## src/rtl/vga_sync_rx.sv

```systemverilog
// vga_sync_rx: recovers pixel position from a VGA sync stream, checks its timing and reports lock
module vga_sync_rx #(
  parameter int H_VISIBLE     = 640,
  parameter int H_FRONT_PORCH = 16,
  parameter int H_SYNC_PULSE  = 96,
  parameter int H_BACK_PORCH  = 48,
  parameter int H_WHOLE_LINE  = 800,
  parameter int V_VISIBLE     = 480,
  parameter int V_FRONT_PORCH = 10,
  parameter int V_SYNC_PULSE  = 2,
  parameter int V_BACK_PORCH  = 33,
  parameter int V_WHOLE_FRAME = 525,
  parameter int LOCK_FRAMES   = 2
) (
  input  logic       clk,
  input  logic       reset_n,
  input  logic       hsync_in,
  input  logic       vsync_in,
  output logic [9:0] column,
  output logic [9:0] row,
  output logic       visible,
  output logic       locked,
  output logic       frame_start,
  output logic       sync_err
);
  localparam int H_SYNC_START = H_VISIBLE + H_FRONT_PORCH;
  localparam int V_SYNC_START = V_VISIBLE + V_FRONT_PORCH;
  localparam int GW = $clog2(LOCK_FRAMES + 1);
  localparam logic [10:0] TIMEOUT = 11'(2 * H_WHOLE_LINE);
  // an inconsistent or oversized timing set can never be tracked, so it never reports lock
  localparam bit TIMING_OK =
    (H_VISIBLE + H_FRONT_PORCH + H_SYNC_PULSE + H_BACK_PORCH == H_WHOLE_LINE) &&
    (V_VISIBLE + V_FRONT_PORCH + V_SYNC_PULSE + V_BACK_PORCH == V_WHOLE_FRAME) &&
    (H_WHOLE_LINE <= 1023) && (V_WHOLE_FRAME <= 1023);

  typedef enum logic [1:0] {SEARCH, CHECK, LOCKED} state_t;

  state_t state, state_nxt;
  logic h_q, h_q2, v_q, v_q2;
  logic h_fall, v_fall, col_wrap;
  logic [10:0] line_len, line_cnt;
  logic frame_bad, line_bad, frame_good, timeout;
  logic [GW-1:0] good_cnt, good_cnt_nxt, good_inc;
  logic sync_err_nxt;

  assign h_fall     = h_q2 && !h_q;
  assign v_fall     = v_q2 && !v_q;
  assign col_wrap   = !h_fall && column == 10'(H_WHOLE_LINE - 1);
  assign line_bad   = h_fall && line_len != 11'(H_WHOLE_LINE);
  assign timeout    = !h_fall && line_len >= TIMEOUT;
  // a coincident hsync fall still belongs to the frame that the vsync fall closes
  assign frame_good = !frame_bad && !line_bad &&
                      ({1'b0, line_cnt} + {11'd0, h_fall} == 12'(V_WHOLE_FRAME));
  assign good_inc   = good_cnt + GW'(1);

  assign locked      = TIMING_OK && state == LOCKED;
  assign visible     = locked && column < 10'(H_VISIBLE) && row < 10'(V_VISIBLE);
  assign frame_start = locked && column == 10'd0 && row == 10'd0;

  // sample the syncs and keep the previous sample; idle-high reset avoids a false fall on release
  always_ff @(posedge clk or negedge reset_n) begin
    if (!reset_n) begin
      h_q  <= 1'b1;
      h_q2 <= 1'b1;
      v_q  <= 1'b1;
      v_q2 <= 1'b1;
    end else begin
      h_q  <= hsync_in;
      h_q2 <= h_q;
      v_q  <= vsync_in;
      v_q2 <= v_q;
    end
  end

  // free-running pixel position, re-anchored by each sync fall (vsync load beats a row step)
  always_ff @(posedge clk or negedge reset_n) begin
    if (!reset_n) begin
      column <= 10'd0;
      row    <= 10'd0;
    end else begin
      column <= h_fall ? 10'(H_SYNC_START + 1) : col_wrap ? 10'd0 : column + 10'd1;
      row    <= v_fall ? 10'(V_SYNC_START) : !col_wrap ? row :
                row == 10'(V_WHOLE_FRAME - 1) ? 10'd0 : row + 10'd1;
    end
  end

  // measure the line period and count lines per frame, remembering any bad line
  always_ff @(posedge clk or negedge reset_n) begin
    if (!reset_n) begin
      line_len  <= 11'd0;
      line_cnt  <= 11'd0;
      frame_bad <= 1'b0;
    end else begin
      line_len  <= h_fall ? 11'd1 : (&line_len) ? line_len : line_len + 11'd1;
      line_cnt  <= v_fall ? 11'd0 : !h_fall ? line_cnt : (&line_cnt) ? line_cnt : line_cnt + 11'd1;
      frame_bad <= v_fall ? 1'b0 : frame_bad || line_bad;
    end
  end

  // lock state, good-frame count and error pulse
  always_ff @(posedge clk or negedge reset_n) begin
    if (!reset_n) begin
      state    <= SEARCH;
      good_cnt <= '0;
      sync_err <= 1'b0;
    end else begin
      state    <= state_nxt;
      good_cnt <= good_cnt_nxt;
      sync_err <= sync_err_nxt;
    end
  end

  // acquire on a vsync fall, qualify LOCK_FRAMES good frames, drop on any violation
  always_comb begin
    state_nxt    = state;
    good_cnt_nxt = good_cnt;
    sync_err_nxt = 1'b0;
    case (state)
      SEARCH: begin
        if (v_fall) begin
          state_nxt    = CHECK;
          good_cnt_nxt = '0;
        end
      end
      CHECK: begin
        if (timeout) begin
          state_nxt = SEARCH;
        end else if (v_fall) begin
          good_cnt_nxt = frame_good ? good_inc : '0;
          state_nxt    = (frame_good && good_inc == GW'(LOCK_FRAMES)) ? LOCKED : CHECK;
        end
      end
      LOCKED: begin
        if (line_bad || timeout || (v_fall && !frame_good)) begin
          state_nxt    = SEARCH;
          sync_err_nxt = 1'b1;
        end
      end
      default: state_nxt = SEARCH;
    endcase
  end
endmodule

```

## config.mk

```make
export PLATFORM = sky130hd
export DESIGN_NAME = vga_sync_rx
export DESIGN_NICKNAME = d
export VERILOG_FILES = /design/src/rtl/vga_sync_rx.sv
export SDC_FILE = /design/constraint.sdc
export NUM_CORES = 1
export LEC_CHECK = 0
export CAP_MARGIN = 40
export CORE_ASPECT_RATIO = 1.4
export CORE_MARGIN = 2
export CORE_UTILIZATION = 55
export CTS_BUF_LIST = sky130_fd_sc_hd__clkbuf_2 sky130_fd_sc_hd__clkbuf_4 sky130_fd_sc_hd__clkbuf_8
export DETAILED_ROUTE_END_ITERATION = 10
export MAX_ROUTING_LAYER = met4
export PLACE_DENSITY = 0.84
export SYNTH_ARGS = -nofsm -noshare
export SYNTH_HDL_FRONTEND = slang
export SYNTH_SLANG_ARGS = --single-unit
```

## constraint.sdc

```tcl
create_clock -name clk -period 3.15 [get_ports clk]
set_input_delay 0.945 -clock clk [delete_from_list [all_inputs] [get_ports clk]]
set_output_delay 0.945 -clock clk [all_outputs]
set_load 0.02 [all_outputs]
```

== Yosys cells after proc, flatten, opt, wreduce, memory -nomap -nowiden ==
Index checks and enable logic that the tools add are counted.
Widths: inputs -> output; s select.

* Reduce and logical (&&, ||, !) cells: 33
* Eq/ne operators: 14
* $lt $le $gt $ge: 3
* Bitwise logic cells: 0
* Multiplexer cells: 24
* Shift-type cells: 0
* Multipliers: 0
* Divide/modulo/power cells: 0
* $add $sub $neg: 6

{| class="wikitable"
|+ Operator list
! kind !! number
|-
| $mux 11 || 5
|-
| $mux 10 || 5
|-
| $add 11x1->11 const B || 2
|-
| $reduce_and 11->1 || 2
|-
| $add 10x1->10 const B || 2
|-
| $eq 10x10->1 const B || 2
|-
| $logic_not 10->1 || 2
|-
| $mux 2 || 9
|-
| $logic_and 1x1->1 || 13
|-
| $add 11x1->12 || 1
|-
| $eq 12x10->1 const B || 1
|-
| $ge 11x11->1 const B || 1
|-
| $ne 11x10->1 const B || 1
|-
| $lt 10x10->1 const B || 1
|-
| $lt 10x9->1 const B || 1
|-
| $ne 2x2->1 const B || 5
|-
| $logic_not 1->1 || 6
|-
| $pmux 2 s3 || 1
|-
| $reduce_bool 2->1 || 3
|-
| $eq 2x2->1 const B || 2
|-
| $pmux 2 s2 || 1
|-
| $reduce_and 4->1 || 1
|-
| $logic_or 1x1->1 || 3
|-
| $mux 1 || 3
|-
| other kinds (7) || 7
|}

* Bits in writable memories: 0
* ROM bits: 0
* Bits in latches: 0
* Register bits: 52
* Memories kept: 0

== Logic depth before layout (Yosys ltp) ==
* Depth after elaboration: 11
* Mapped depth: 10
* Mapped depth without buffers: 9

== Least setup slack after synthesis ==
Ideal clock, no wire load.

* Path kind: flip-flop to flip-flop
* Start: register h_q
* End: register state[0]
* Period minus slack after synthesis: 2.759 ns
* Data arrival time: 2.623 ns
* Setup slack: 0.391 ns
* Data required time: 3.014 ns
* Cell stages (with the launch flop): 11
* Buffers on the path: 1
* Path through: dfstp_2 > nand2b_4 > clkinv_1 > buf_1 > ha_1 > ha_1 > nor4bb_1 > nand2_1 > a2111o_1 > o311ai_0 > a21oi_1

* Word-level cells in the longest chain between the ends: 11
* Elaborated cells on any way between the ends: 22
* Those cells by class: add/sub: 1; eq/ne: 3; mux: 4; reduce/logical: 14

{| class="wikitable"
|+ RTL lines
! element !! line !! RTL
|-
| from (decl) || 39 || <nowiki>logic h_q, h_q2, v_q, v_q2;</nowiki>
|-
| from (signal assigned) || 68 || <nowiki>h_q <= hsync_in;</nowiki>
|-
| $logic_not 1->1 (*) || 46 || <nowiki>assign h_fall = h_q2 && !h_q;</nowiki>
|-
| $logic_and 1x1->1 (*) || 46 ||
|-
| branches (longest 9 deep; another with $add 11x1->12) || n/a ||
|-
| to (signal assigned) || 107 || <nowiki>state <= state_nxt;</nowiki>
|-
| to (decl) || 38 || <nowiki>state_t state, state_nxt;</nowiki>
|}

Every way passes the cells marked *. The select of a mux whose other input is x is not followed.
A chain may end at the register's enable or synchronous reset.

== Worst setup path after layout ==
* Start: register row[0]
* End: output frame_start

* Word-level cells in the longest chain between the ends: 2

{| class="wikitable"
|+ RTL lines
! element !! line !! RTL
|-
| from (decl) || 20 || <nowiki>output logic [9:0] row,</nowiki>
|-
| from (signal assigned) || 82 || <nowiki>row <= v_fall ? 10'(V_SYNC_START) : !col_wrap ? row :</nowiki>
|-
| $logic_not 10->1 || 58 || <nowiki>assign frame_start = locked && column == 10'd0 && row == 10'd0;</nowiki>
|-
| $logic_and 1x1->1 || 58 ||
|-
| to (decl) || 23 || <nowiki>output logic frame_start,</nowiki>
|}

Every way passes these cells.

==> flow_summary.toml <==
[finish]
areaGrowthSynthToFinish_pct = 13.77
fin_area_mm2 = 0.003267
nFillCells = 409
nets = 338
layout-drive-gt1-share_pct = 8.923
seqCellArea_mm2 = 0.001306
fin_cells = 391
final_common_cell = "dfrtp_1"
mostFrequentLayoutCells = "48 x dfrtp_1, 35 x nor2_1, 25 x clkdlybuf4s50_1, 23 x nand2_1, 17 x o21ai_0"
multiInputGateArea_mm2 = 0.001439
final_core_util_pct = 63.81
diodes = 0

[pwr]
peakVddDrop_uv = 335.1
power_density_mw_per_mm2 = 463.9
leakage_nw = 1.401

[sta]
finalCritPeriodShare_pct = 90.74
max-slew-margin-rel_pct = 44.86
max_clock_freq_mhz = 349.8
hold_violations = 0
rsz0062_at_grt = "no"
report.final.slew_viol_count = 0
timing.final.crit_period_ns = 2.858
setup_tns_ns = 0
tightest_slew_ns = 0.8168
skew_ns = 0.005425
setup_viol = 0
whs_ns = 0.3749

[yosys]
synth.avg_cell_area_um2 = 9.604
synth-seq-cells = 52
syn_nets = 313
synthCells = 299
synth_ff_type = "dfrtp_1"
netlist_area_mm2 = 0.002872
synth-edff-count = 0
synth-seq-area-share_pct = 45.49
yosys_warnings = 0
yosysUniqueCellTypes = 56
synthArstFlopShare_pct = 100.0

[critical_path]
cp-end-kind = "primary output"
required_ns = 2.20
rr_endpoint = "state[0]$_DFFE_PN0P_"
path_class = "register to primary output"
path_max_fanout = 6
r2r_cells = 9
reg2reg_from = "h_q$_DFF_PN1_"
cp.arrival_ns = 1.91
regToRegSetupSlack_ns = 0.44
start_kind = "register"

[placed_design]
place_congestion = 0.8145
place_hpwl_mm = 4.130
dp.cells = 383
port_buffers = 27
place_area_mm2 = 0.003157

[grt]
grt_max_degree = 36
grt.met1_usage_pct = 25.79
grt_pass1_vias = 2150
grt.total_usage_pct = 21.64
gr-total-overflow = 0
grt_pass1_wl_mm = 9.632
grtUsageMet3_pct = 2.645
antenna_found_initial = 0
top_usage_layer = "met2"
gr-usage-met2_pct = 37.58

[floorplan]
start_util_pct = 56.09
die_w_um = 65.07
chipHeight_um = 89.50
die_area_mm2 = 0.005823
fp-row-count = 31
io_pins = 28
core_area_mm2 = 0.005120

[min_path]
hp-class = "register to register"
min_to = "v_q2$_DFF_PN1_"
hold_depth = 0
hp-start = "v_q$_DFF_PN1_"

[route]
dr.pass1.iters = 4
wirelength_mm = 5.869
vias = 2339
drtAntennaViolNets = 0
drc = 0
avgViaCountPerCell = 5.982
first_iter_violations = 142
wl_per_cell_um = 15.01

[cts]
cts_root_buf = "clkbuf_8"
cts_buffer_depth = 2
cts_buffers = 5
clk_latency_ns = 0.30
cts_tree = "yes"
htreeDepth = 2
clk_pin_slew_ns = 0.09
cts.sinks = 52

[flow_run]
max_cap_viol_count = 0

[status]
status = "completed"
[through the flow]
step | setup slack (ns) | power (mW)
global route | 0.08086 | 1.591
detailed placement | 0.3105 | 1.066
finish | 0.2916 | 1.516
floorplan | 0.3911 | 0.9633
CTS | 0.2661 | 1.528
global placement | 0.3268 | 1.052
[layout make-up]
cell class | count | area share (%)
clock inverters | 2 | 1.072
clock buffers | 6 | 2.336
inverters | 11 | 1.264
repair buffers | 30 | 8.771
multi-input cells | 224 | 44.04
flip-flops and latches | 52 | 39.98
well taps | 66 | 2.528
[how the worst max path moves through the flow]
stage | from | end | slack (ns)
final | row[0]$_DFFE_PN0P_ | frame_start | 0.29
after global placement | row[0]$_DFFE_PN0P_ | frame_start | 0.33
after global routing | row[0]$_DFFE_PN0P_ | frame_start | 0.08
after CTS | row[0]$_DFFE_PN0P_ | frame_start | 0.27
after floorplan | h_q$_DFF_PN1_ | state[0]$_DFFE_PN0P_ | 0.39
after detailed placement | row[0]$_DFFE_PN0P_ | frame_start | 0.31
[report_power, final]
part	leakage, nW	internal (mW)	switching [mW]
registers	0.645	0.726	0.0809
clock network	0.0586	0.245	0.218
logic	0.698	0.114	0.131
[kinds of logic after synthesis]
group,Yosys count,share of synthesized area (%)
xor+xnor,22,6.710
flops,52,45.49
simple gates,136,26.32
compound gates,56,12.72
fa+ha+maj,10,4.357
buf+inv,23,4.401
[worst max-delay path, stage by stage (launching register included)]
cell           delay [ns]
dfrtp_1              0.44
inv_1                0.08
ha_1                 0.14
nor4b_1              0.30
nand4_1              0.13
nor4_1               0.16
dlygate4sd2_1        0.36
[Yosys cell counts (all sizes together) (7+ instances only)]
master | n | area share, %
nand3 | 11 | 1.9
xnor2 | 7 | 2.1
and3 | 12 | 2.7
nand2 | 23 | 3.0
nand4 | 11 | 2.4
inv | 10 | 1.3
xor2 | 15 | 4.6
nor3 | 9 | 1.7
a21oi | 15 | 2.6
dfrtp | 48 | 42
clkbuf | 7 | 1.7
nor2 | 36 | 5.0
ha | 10 | 4.4
o21ai | 17 | 3.0
[registers in the layout (all words and copies together), names as in the netlist, 2 cells and up]
register / flops
state: 2
column: 10
line_len: 11
good_cnt: 2
row: 10
line_cnt: 11
[layer usage]
layer	wire, um	vias up
met3	123	13
li1	-	1124
met4	123	0
met1	2598	1160
met2	3023	42
met5	0	-
[what timing repair did]
action	4_1_cts	5_1_grt
gates resized for setup	1	0
endpoints found under the setup margin	1	0
hold endpoints to repair	0	0
hold buffers	0	0
setup buffers	0	0
(Power assumes the default switching activity.)
